[src/rtl/stack_ram.sv]
// Word store for the stack calculator's data bus. After reset it scrubs every
// word to FILL, then serves combinational reads and clocked writes with an occupancy bitmap.
module stack_ram #(
    parameter int            DEPTH = 128,
    parameter int            AW    = 7,
    parameter int            DW    = 8,
    parameter logic [DW-1:0] FILL  = '0
) (
    input  logic          clk,
    input  logic          reset,
    input  logic          cs,
    input  logic          we,
    input  logic [AW-1:0] address,
    input  logic [DW-1:0] data_in,
    output logic [DW-1:0] data_out,
    output logic          rd_valid,
    output logic [AW:0]   used,
    output logic          busy
);

    typedef enum logic {
        INIT,
        READY
    } state_t;

    localparam logic [AW-1:0] SCNT_LAST = AW'(DEPTH - 1);
    localparam logic [AW-1:0] SCNT_ONE  = AW'(1);
    localparam logic [AW:0]   USED_ONE  = (AW+1)'(1);
    localparam logic [AW:0]   USED_MAX  = (AW+1)'(DEPTH);

    state_t         state_q, state_d;
    logic [AW-1:0]  scnt_q, scnt_d;
    logic [DEPTH-1:0] valid_q, valid_d;
    logic [AW:0]    used_q, used_d;
    logic [DW-1:0]  mem_q [DEPTH];

    logic           mem_we;
    logic [AW-1:0]  mem_addr;
    logic [DW-1:0]  mem_wdata;
    logic           data_nz;

    assign data_nz = (data_in != '0);

    // One shared write port: the scrub owns it in INIT, the controller in READY.
    always_comb begin
        state_d   = state_q;
        scnt_d    = scnt_q;
        valid_d   = valid_q;
        used_d    = used_q;
        mem_we    = 1'b0;
        mem_addr  = address;
        mem_wdata = data_in;
        case (state_q)
            INIT: begin
                mem_we    = 1'b1;
                mem_addr  = scnt_q;
                mem_wdata = FILL;
                scnt_d    = scnt_q + SCNT_ONE;
                if (scnt_q == SCNT_LAST) begin
                    state_d = READY;
                end
            end
            READY: begin
                if (cs && we) begin
                    mem_we = 1'b1;
                    // A pop writes zero, which frees the slot; overwrites keep the count.
                    if (!valid_q[address] && data_nz) begin
                        valid_d[address] = 1'b1;
                        used_d           = used_q + USED_ONE;
                    end else if (valid_q[address] && !data_nz) begin
                        valid_d[address] = 1'b0;
                        used_d           = used_q - USED_ONE;
                    end
                end
            end
            default: begin
                state_d = INIT;
            end
        endcase
    end

    always_ff @(posedge clk or negedge reset) begin
        if (!reset) begin
            state_q <= INIT;
            scnt_q  <= '0;
            valid_q <= '0;
            used_q  <= '0;
        end else begin
            state_q <= state_d;
            scnt_q  <= scnt_d;
            valid_q <= valid_d;
            used_q  <= used_d;
        end
    end

    // Array contents survive reset; the scrub is what makes them defined.
    always_ff @(posedge clk) begin
        if (mem_we) begin
            mem_q[mem_addr] <= mem_wdata;
        end
    end

    assign busy     = (state_q == INIT);
    assign data_out = busy ? '0 : mem_q[address];
    assign rd_valid = valid_q[address];
    assign used     = used_q;

    assert property (@(posedge clk) disable iff (!reset) used_q <= USED_MAX);

endmodule

[config.mk]
export PLATFORM = sky130hd
export DESIGN_NAME = stack_ram
export DESIGN_NICKNAME = d
export VERILOG_FILES = /design/src/rtl/stack_ram.sv
export SDC_FILE = /design/constraint.sdc
export NUM_CORES = 1
export LEC_CHECK = 0
export CAP_MARGIN = 5
export CORE_UTILIZATION = 50
export CTS_CLUSTER_DIAMETER = 120
export DETAILED_ROUTE_END_ITERATION = 8
export DONT_BUFFER_PORTS = 1
export PLACE_DENSITY_LB_ADDON = 0.08
export SLEW_MARGIN = 0
export SYNTH_ARGS = -nofsm -noshare
export SYNTH_HDL_FRONTEND = slang
export SYNTH_SLANG_ARGS = --single-unit
[constraint.sdc]
create_clock -name clk -period 8.6 [get_ports clk]
set_input_delay 0.43 -clock clk [delete_from_list [all_inputs] [get_ports clk]]
set_output_delay 0.43 -clock clk [all_outputs]
set_load 0.005 [all_outputs]
==> results of run 1 <==
## layout make-up
class | instances | area [sq um]
Tap cell | 1254 | 1570
Timing Repair Buffer | 29 | 300
Multi-Input combinational cell | 1639 | 12300
Fill cell | 7508 | 41500
Sequential cell | 1168 | 34400
Clock buffer | 142 | 3080
Clock inverter | 70 | 546
Inverter | 7 | 26.3
## cell families (layout without fill, tap and decap cells)
logic type	after synthesis	in the layout	share of synthesized area (%)
buf+inv	204	248	1.86
simple gates	388	388	3.47
xor+xnor	13	13	0.240
mux	609	609	13.5
fa+ha+maj	11	11	0.306
flops	1168	1168	72.5
compound gates	618	618	8.08
## critical path: stages
cell and delay, ns:
buf_16 0.60, mux4_2 0.61, nand2_1 0.10, a21oi_1 0.06, a21oi_1 0.12, nand4b_1 0.14
a311oi_1 0.32, ha_2 0.21, buf_4 0.51, inv_2 0.04, buf_4 0.36, ha_1 0.42
a21oi_1 0.17, a21boi_0 0.13, o21a_1 0.20, o41ai_1 0.34, mux2i_1 0.28, xnor2_1 0.14
## power groups by stage
stage          Clock (mW)  Sequential (mW)  Combinational (mW)
5_1_grt              5.13             6.08               0.429
3_3_place_gp            0             6.21               0.319
6_report             4.84             6.09               0.403
3_5_place_dp            0             6.21               0.321
2_1_floorplan           0             6.20               0.277
4_1_cts              4.92             6.09               0.337
## how the worst min path moves through the flow
| stage | startpoint | cells past startpoint | end | slack [ns] |
|---|---|---|---|---|
| after global placement | reset | 0 | used[6] | 0.14 |
| final | address[1] | 3 | register | 0.13 |
| after global routing | address[1] | 3 | register | 0.09 |
| after CTS | address[1] | 3 | register | 0.07 |
| after floorplan | reset | 0 | asynchronous set/reset pin | 0.13 |
| after detailed placement | reset | 0 | used[4] | 0.14 |
## timing repair
| item | 4_1_cts | 5_1_grt |
|---|---|---|
| gates resized for setup | 0 | 0 |
| endpoints found under the hold margin | 144 | 0 |
| hold buffers | 2 | 0 |
## routing by layer
metal | vias up | GRT usage (%) | routed length (um) | part of all wire [%]
met3 | 190 | 4.45 | 7440 | 6.3
li1 | 11700 | - | - | -
met2 | 791 | 38.4 | 54900 | 47
met5 | - | 0 | 0 | 0
met1 | 13500 | 35.0 | 51400 | 44
met4 | 0 | 7.76 | 3530 | 3.0
## stage by stage
step,area [sq um],hold WS (ns)
after floorplan,47400,0.134
after global placement,48400,0.140
after detailed placement,48400,0.140
after CTS,52100,0.0707
after global routing,52100,0.0943
final,52100,0.134
## cells in the mapped netlist (all sizes together), types with 2 or more instances
master / count / area share [%]
dfrtp: 144 / 7.6
ha: 10 / 0.26
a22o: 4 / 0.074
and2: 13 / 0.17
xor2: 4 / 0.074
clkbuf: 112 / 0.89
mux2i: 524 / 11
o31ai: 64 / 1.0
inv: 7 / 0.055
o22ai: 265 / 3.5
xnor2: 9 / 0.17
a22oi: 2 / 0.032
a41oi: 32 / 0.59
mux4: 16 / 0.76
or2: 5 / 0.071
nand2b: 6 / 0.079
nor2: 178 / 1.5
a221oi: 20 / 0.37
edfxtp: 1024 / 65
o21ai: 211 / 2.2
nand3: 16 / 0.17
nor3: 2 / 0.045
or3: 3 / 0.040
nor2b: 11 / 0.15
mux2: 69 / 1.7
nor4: 10 / 0.13
a21o: 2 / 0.032
a21oi: 10 / 0.11
nand2: 142 / 1.1
buf: 85 / 0.92
==> impl_metrics.json, run 1 <==
{
  "dieHeight_um": 310,
  "synth_edf_count": 1024,
  "grt_pass1_wl_um": 172000,
  "pwr-share-seq_pct": 53.7,
  "p_leak_nw": 16.3,
  "final_antenna_net_count": 0,
  "synth_ff_type": "edfxtp_1",
  "die_w_um": 310,
  "drv_cap": 0,
  "final_nets": 2992,
  "num_rows": 112,
  "overflow": 0,
  "cts_inserted_buffers": 117,
  "antenna_cells": 0,
  "critPathLaunch": "address[0]",
  "timing.fmax_mhz": 205,
  "drt_wl_total_um": 117000,
  "clk_latency_ns": 0.72,
  "start_kind": "input port",
  "via_count": 26300,
  "slew_violations": 0,
  "mostFrequentLayoutCell": "edfxtp_1",
  "synth_area_sq_um": 47400,
  "finalSetupViolations": 0,
  "p_comb_share_pct": 3.6,
  "switching_share_pct": 20.9,
  "fin_total_pwr_mw": 11.3,
  "r2r_slack_ns": 3.74,
  "hold_viol": 0,
  "worst_ir_drop_vdd_uv": 170,
  "cts.path.max_buffers": 3,
  "required_ns": 9.21,
  "finalNonFillerCells": 4309,
  "tritoncts": "done",
  "synth_nets": 3041,
  "cp-endpoint": "used[7]",
  "r2r_cells": 16,
  "skew_ns": 0.0216,
  "area_delta_synth_final_pct": 10.0,
  "yosysWarnings": 0,
  "dp.cells": 4092,
  "internal-power_mw": 8.96,
  "drive_gt1_share_pct": 10.0,
  "fin_tns_setup_ns": 0,
  "setup_ws_ns": 3.72,
  "final_core_util_pct": 55.7,
  "firstDrtPassIters": 6,
  "fin_crit_sh_pct": 56.8,
  "critPathMaxFanout": 133,
  "grt_pass1_vias": 25700,
  "synth-async-reset-ratio_pct": 12.3,
  "path_clk_slew_ns": 0.06,
  "post-route-drc-count": 0,
  "post_cts_buffers": 0,
  "start_util_pct": 50.6,
  "dp_slack_ns": 3.52,
  "slew-limit-headroom_pct": 8.29,
  "status": "finished, final reports clean",
  "worstMarginPinSlew_ns": 1.38,
  "drt_iter0_drc": 2454,
  "fin_crit_ns": 4.88,
  "htreeDepth": 3,
  "portBuffers": 0,
  "postSynthAreaPerCell_sq_um": 15.7,
  "clock-root-buffer": "clkbuf_16",
  "io_pins": 37,
  "cp-end-kind": "register",
  "wl_per_cell_um": 27.2,
  "crit_arrival_ns": 5.49,
  "grt_max_degree": 540,
  "synth_seq_cells": 1168,
  "grt_usage_pct": 24.6,
  "yosysSeqAreaShare_pct": 72.5,
  "p_switching_mw": 2.37,
  "syn-instance-count": 3011,
  "vias_per_cell": 6.10,
  "cts_sinks": 1168,
  "clock_power_share_pct": 42.7,
  "place_congestion": 0.828,
  "fp.dieArea_sq_um": 96000,
  "antenna_found_initial": 0,
  "core_area_sq_um": 93600,
  "rsz0062_at_grt": "false",
  "crit_type": "input port to register",
  "dp_hpwl_um": 68100,
  "final_cell_mix": "edfxtp_1 (1024), mux2i_1 (524), o22ai_1 (265)",
  "r2r-end": "used[7]",
  "min_path_type": "input port to register",
  "p_per_area_nw_per_um2": 217,
  "synthDistinctLibCells": 50
}
(Power assumes the default switching activity.)
==> inputs of run 2 (changes only) <==
==> constraint.sdc (replaced) <==
create_clock -name clk -period 4.7 [get_ports clk]
set_input_delay 0.235 -clock clk [delete_from_list [all_inputs] [get_ports clk]]
set_output_delay 0.235 -clock clk [all_outputs]
set_load 0.005 [all_outputs]
==> impl_metrics.json, run 2 (synthesized netlist as in run 1, its figures left out) <==
{
  "cts_sinks": 1168,
  "grt_pass1_wl_um": 173000,
  "grt_max_degree": 540,
  "final_antenna_net_count": 0,
  "clk_latency_ns": 0.70,
  "firstDrtPassIters": 6,
  "vias_per_cell": 6.05,
  "start_util_pct": 50.6,
  "failed_checks": "slew limit, setup timing",
  "overflow": 0,
  "ctsHoldBuffers": 8,
  "mostFrequentLayoutCell": "edfxtp_1",
  "fin_total_pwr_mw": 21.2,
  "cts_inserted_buffers": 117,
  "finalNonFillerCells": 4356,
  "cts.path.max_buffers": 3,
  "status": "finished with violations",
  "io_pins": 37,
  "clock-root-buffer": "clkbuf_16",
  "worst_ir_drop_vdd_uv": 337,
  "cp-end-kind": "register",
  "fp.dieArea_sq_um": 96000,
  "htreeDepth": 3,
  "slew-limit-headroom_pct": -76.0,
  "setup_ws_ns": -0.861,
  "fin_crit_sh_pct": 118,
  "slew_violations": 478,
  "skew_ns": 0.0362,
  "start_kind": "input port",
  "fin_tns_setup_ns": -32.15,
  "post_cts_buffers": 0,
  "hold_viol": 0,
  "drive_gt1_share_pct": 11.1,
  "wl_per_cell_um": 27.0,
  "via_count": 26300,
  "dp.cells": 4129,
  "drv_cap": 0,
  "timing.fmax_mhz": 180,
  "required_ns": 5.27,
  "placed_cell_area_sq_um": 48700,
  "critPathMaxFanout": 539,
  "path_clk_slew_ns": 0.06,
  "worstMarginPinSlew_ns": 2.64,
  "crit_type": "input port to register",
  "drt_iter0_drc": 2589,
  "place_congestion": 0.849,
  "grt_usage_pct": 24.7,
  "fin_crit_ns": 5.56,
  "area_delta_synth_final_pct": 11.2,
  "ctsResizeCount": 0,
  "die_w_um": 310,
  "portBuffers": 0,
  "core_area_sq_um": 93600,
  "antenna_found_initial": 4,
  "p_leak_nw": 16.6,
  "tritoncts": "done",
  "min_path_type": "input port to register",
  "rsz0062_at_grt": "false",
  "drt_wl_total_um": 117000,
  "post-route-drc-count": 0,
  "dp_hpwl_um": 69600,
  "design_area_sq_um": 52700,
  "p_per_area_nw_per_um2": 403,
  "dieHeight_um": 310,
  "final_cell_mix": "edfxtp_1 (1024), mux2i_1 (524), o22ai_1 (265)",
  "final_nets": 3032,
  "crit_arrival_ns": 6.13,
  "grt_pass1_vias": 25900,
  "finalSetupViolations": 130,
  "num_rows": 112
}
[run 2: changes by cell type in the layout (fill, tap and decap cells not counted), moves of 2 or more]
cell / delta
buf_4: +33
nand3_1: +8
nand3_2: -8
clkinv_1: -7
bufinv_16: +6
dlygate4sd3_1: +6
buf_12: +4
buf_16: -3
clkbuf_16: +2
inv_16: +2
[run 2: path summary, 6_finish.rpt]
| check | start | slack (ns) | depth (start not counted) | endpoint |
|---|---|---|---|---|
| worst max-delay path | address[0] | -0.86 | 14 | register |
| worst min-delay path | address[5] | 0.07 | 3 | register |
| worst max register to register | register | 0.31 | 14 | register |
| worst min register to register | scnt_q[2] | 0.50 | 1 | scnt_q[2] |
| max in group asynchronous | reset | 3.88 | 2 | asynchronous set/reset pin |
| min in group asynchronous | reset | 0.28 | 2 | asynchronous set/reset pin |
[run 2: power breakdown]
part	internal, mW	switching, mW
combinational	0.290	0.420
sequential	11.1	0.00469
clock	5.46	3.90
total	16.9	4.33
[run 2: area by class of cell]
cell class	count	area (sq um)
fill	7396	40900
clock buffer	146	3150
antenna	1	2.50
inverter	7	26.3
sequential	1168	34400
timing repair buffer	69	606
tap	1254	1570
clock inverter	72	749
multi-input combinational	1639	12200
[run 2: per-stage QoR]
stage | worst slack [ns] | utilization, % | hold WS, ns
after floorplan | 0.704 | - | -0.0606
after global placement | 0.654 | 52.0 | -0.0551
after detailed placement | 0.737 | 52.0 | -0.0544
after CTS | 0.413 | 56.3 | 0.00455
after global routing | 0.108 | 56.3 | 0.0419
final | -0.861 | 56.3 | 0.0661
[run 2: worst max-delay path: stages]
cell and delay [ns]:
mux4_2 1.41, mux2i_1 0.16, o22a_1 0.18, nand3_1 0.14, a311oi_1 0.32, ha_2 0.32
or3_1 0.36, buf_4 0.20, nor2_1 0.22, nand2_1 0.08, buf_4 0.28, o21ai_0 0.23
o31ai_1 0.12, dlygate4sd3_1 0.60
[run 2: layer usage]
| metal | wire (um) | share of wire, % | global-route usage, % |
|---|---|---|---|
| met5 | 0 | 0 | 0 |
| met4 | 3900 | 3.3 | 8.48 |
| met3 | 6870 | 5.8 | 3.81 |
| met2 | 55300 | 47 | 39.3 |
| met1 | 51400 | 44 | 34.9 |
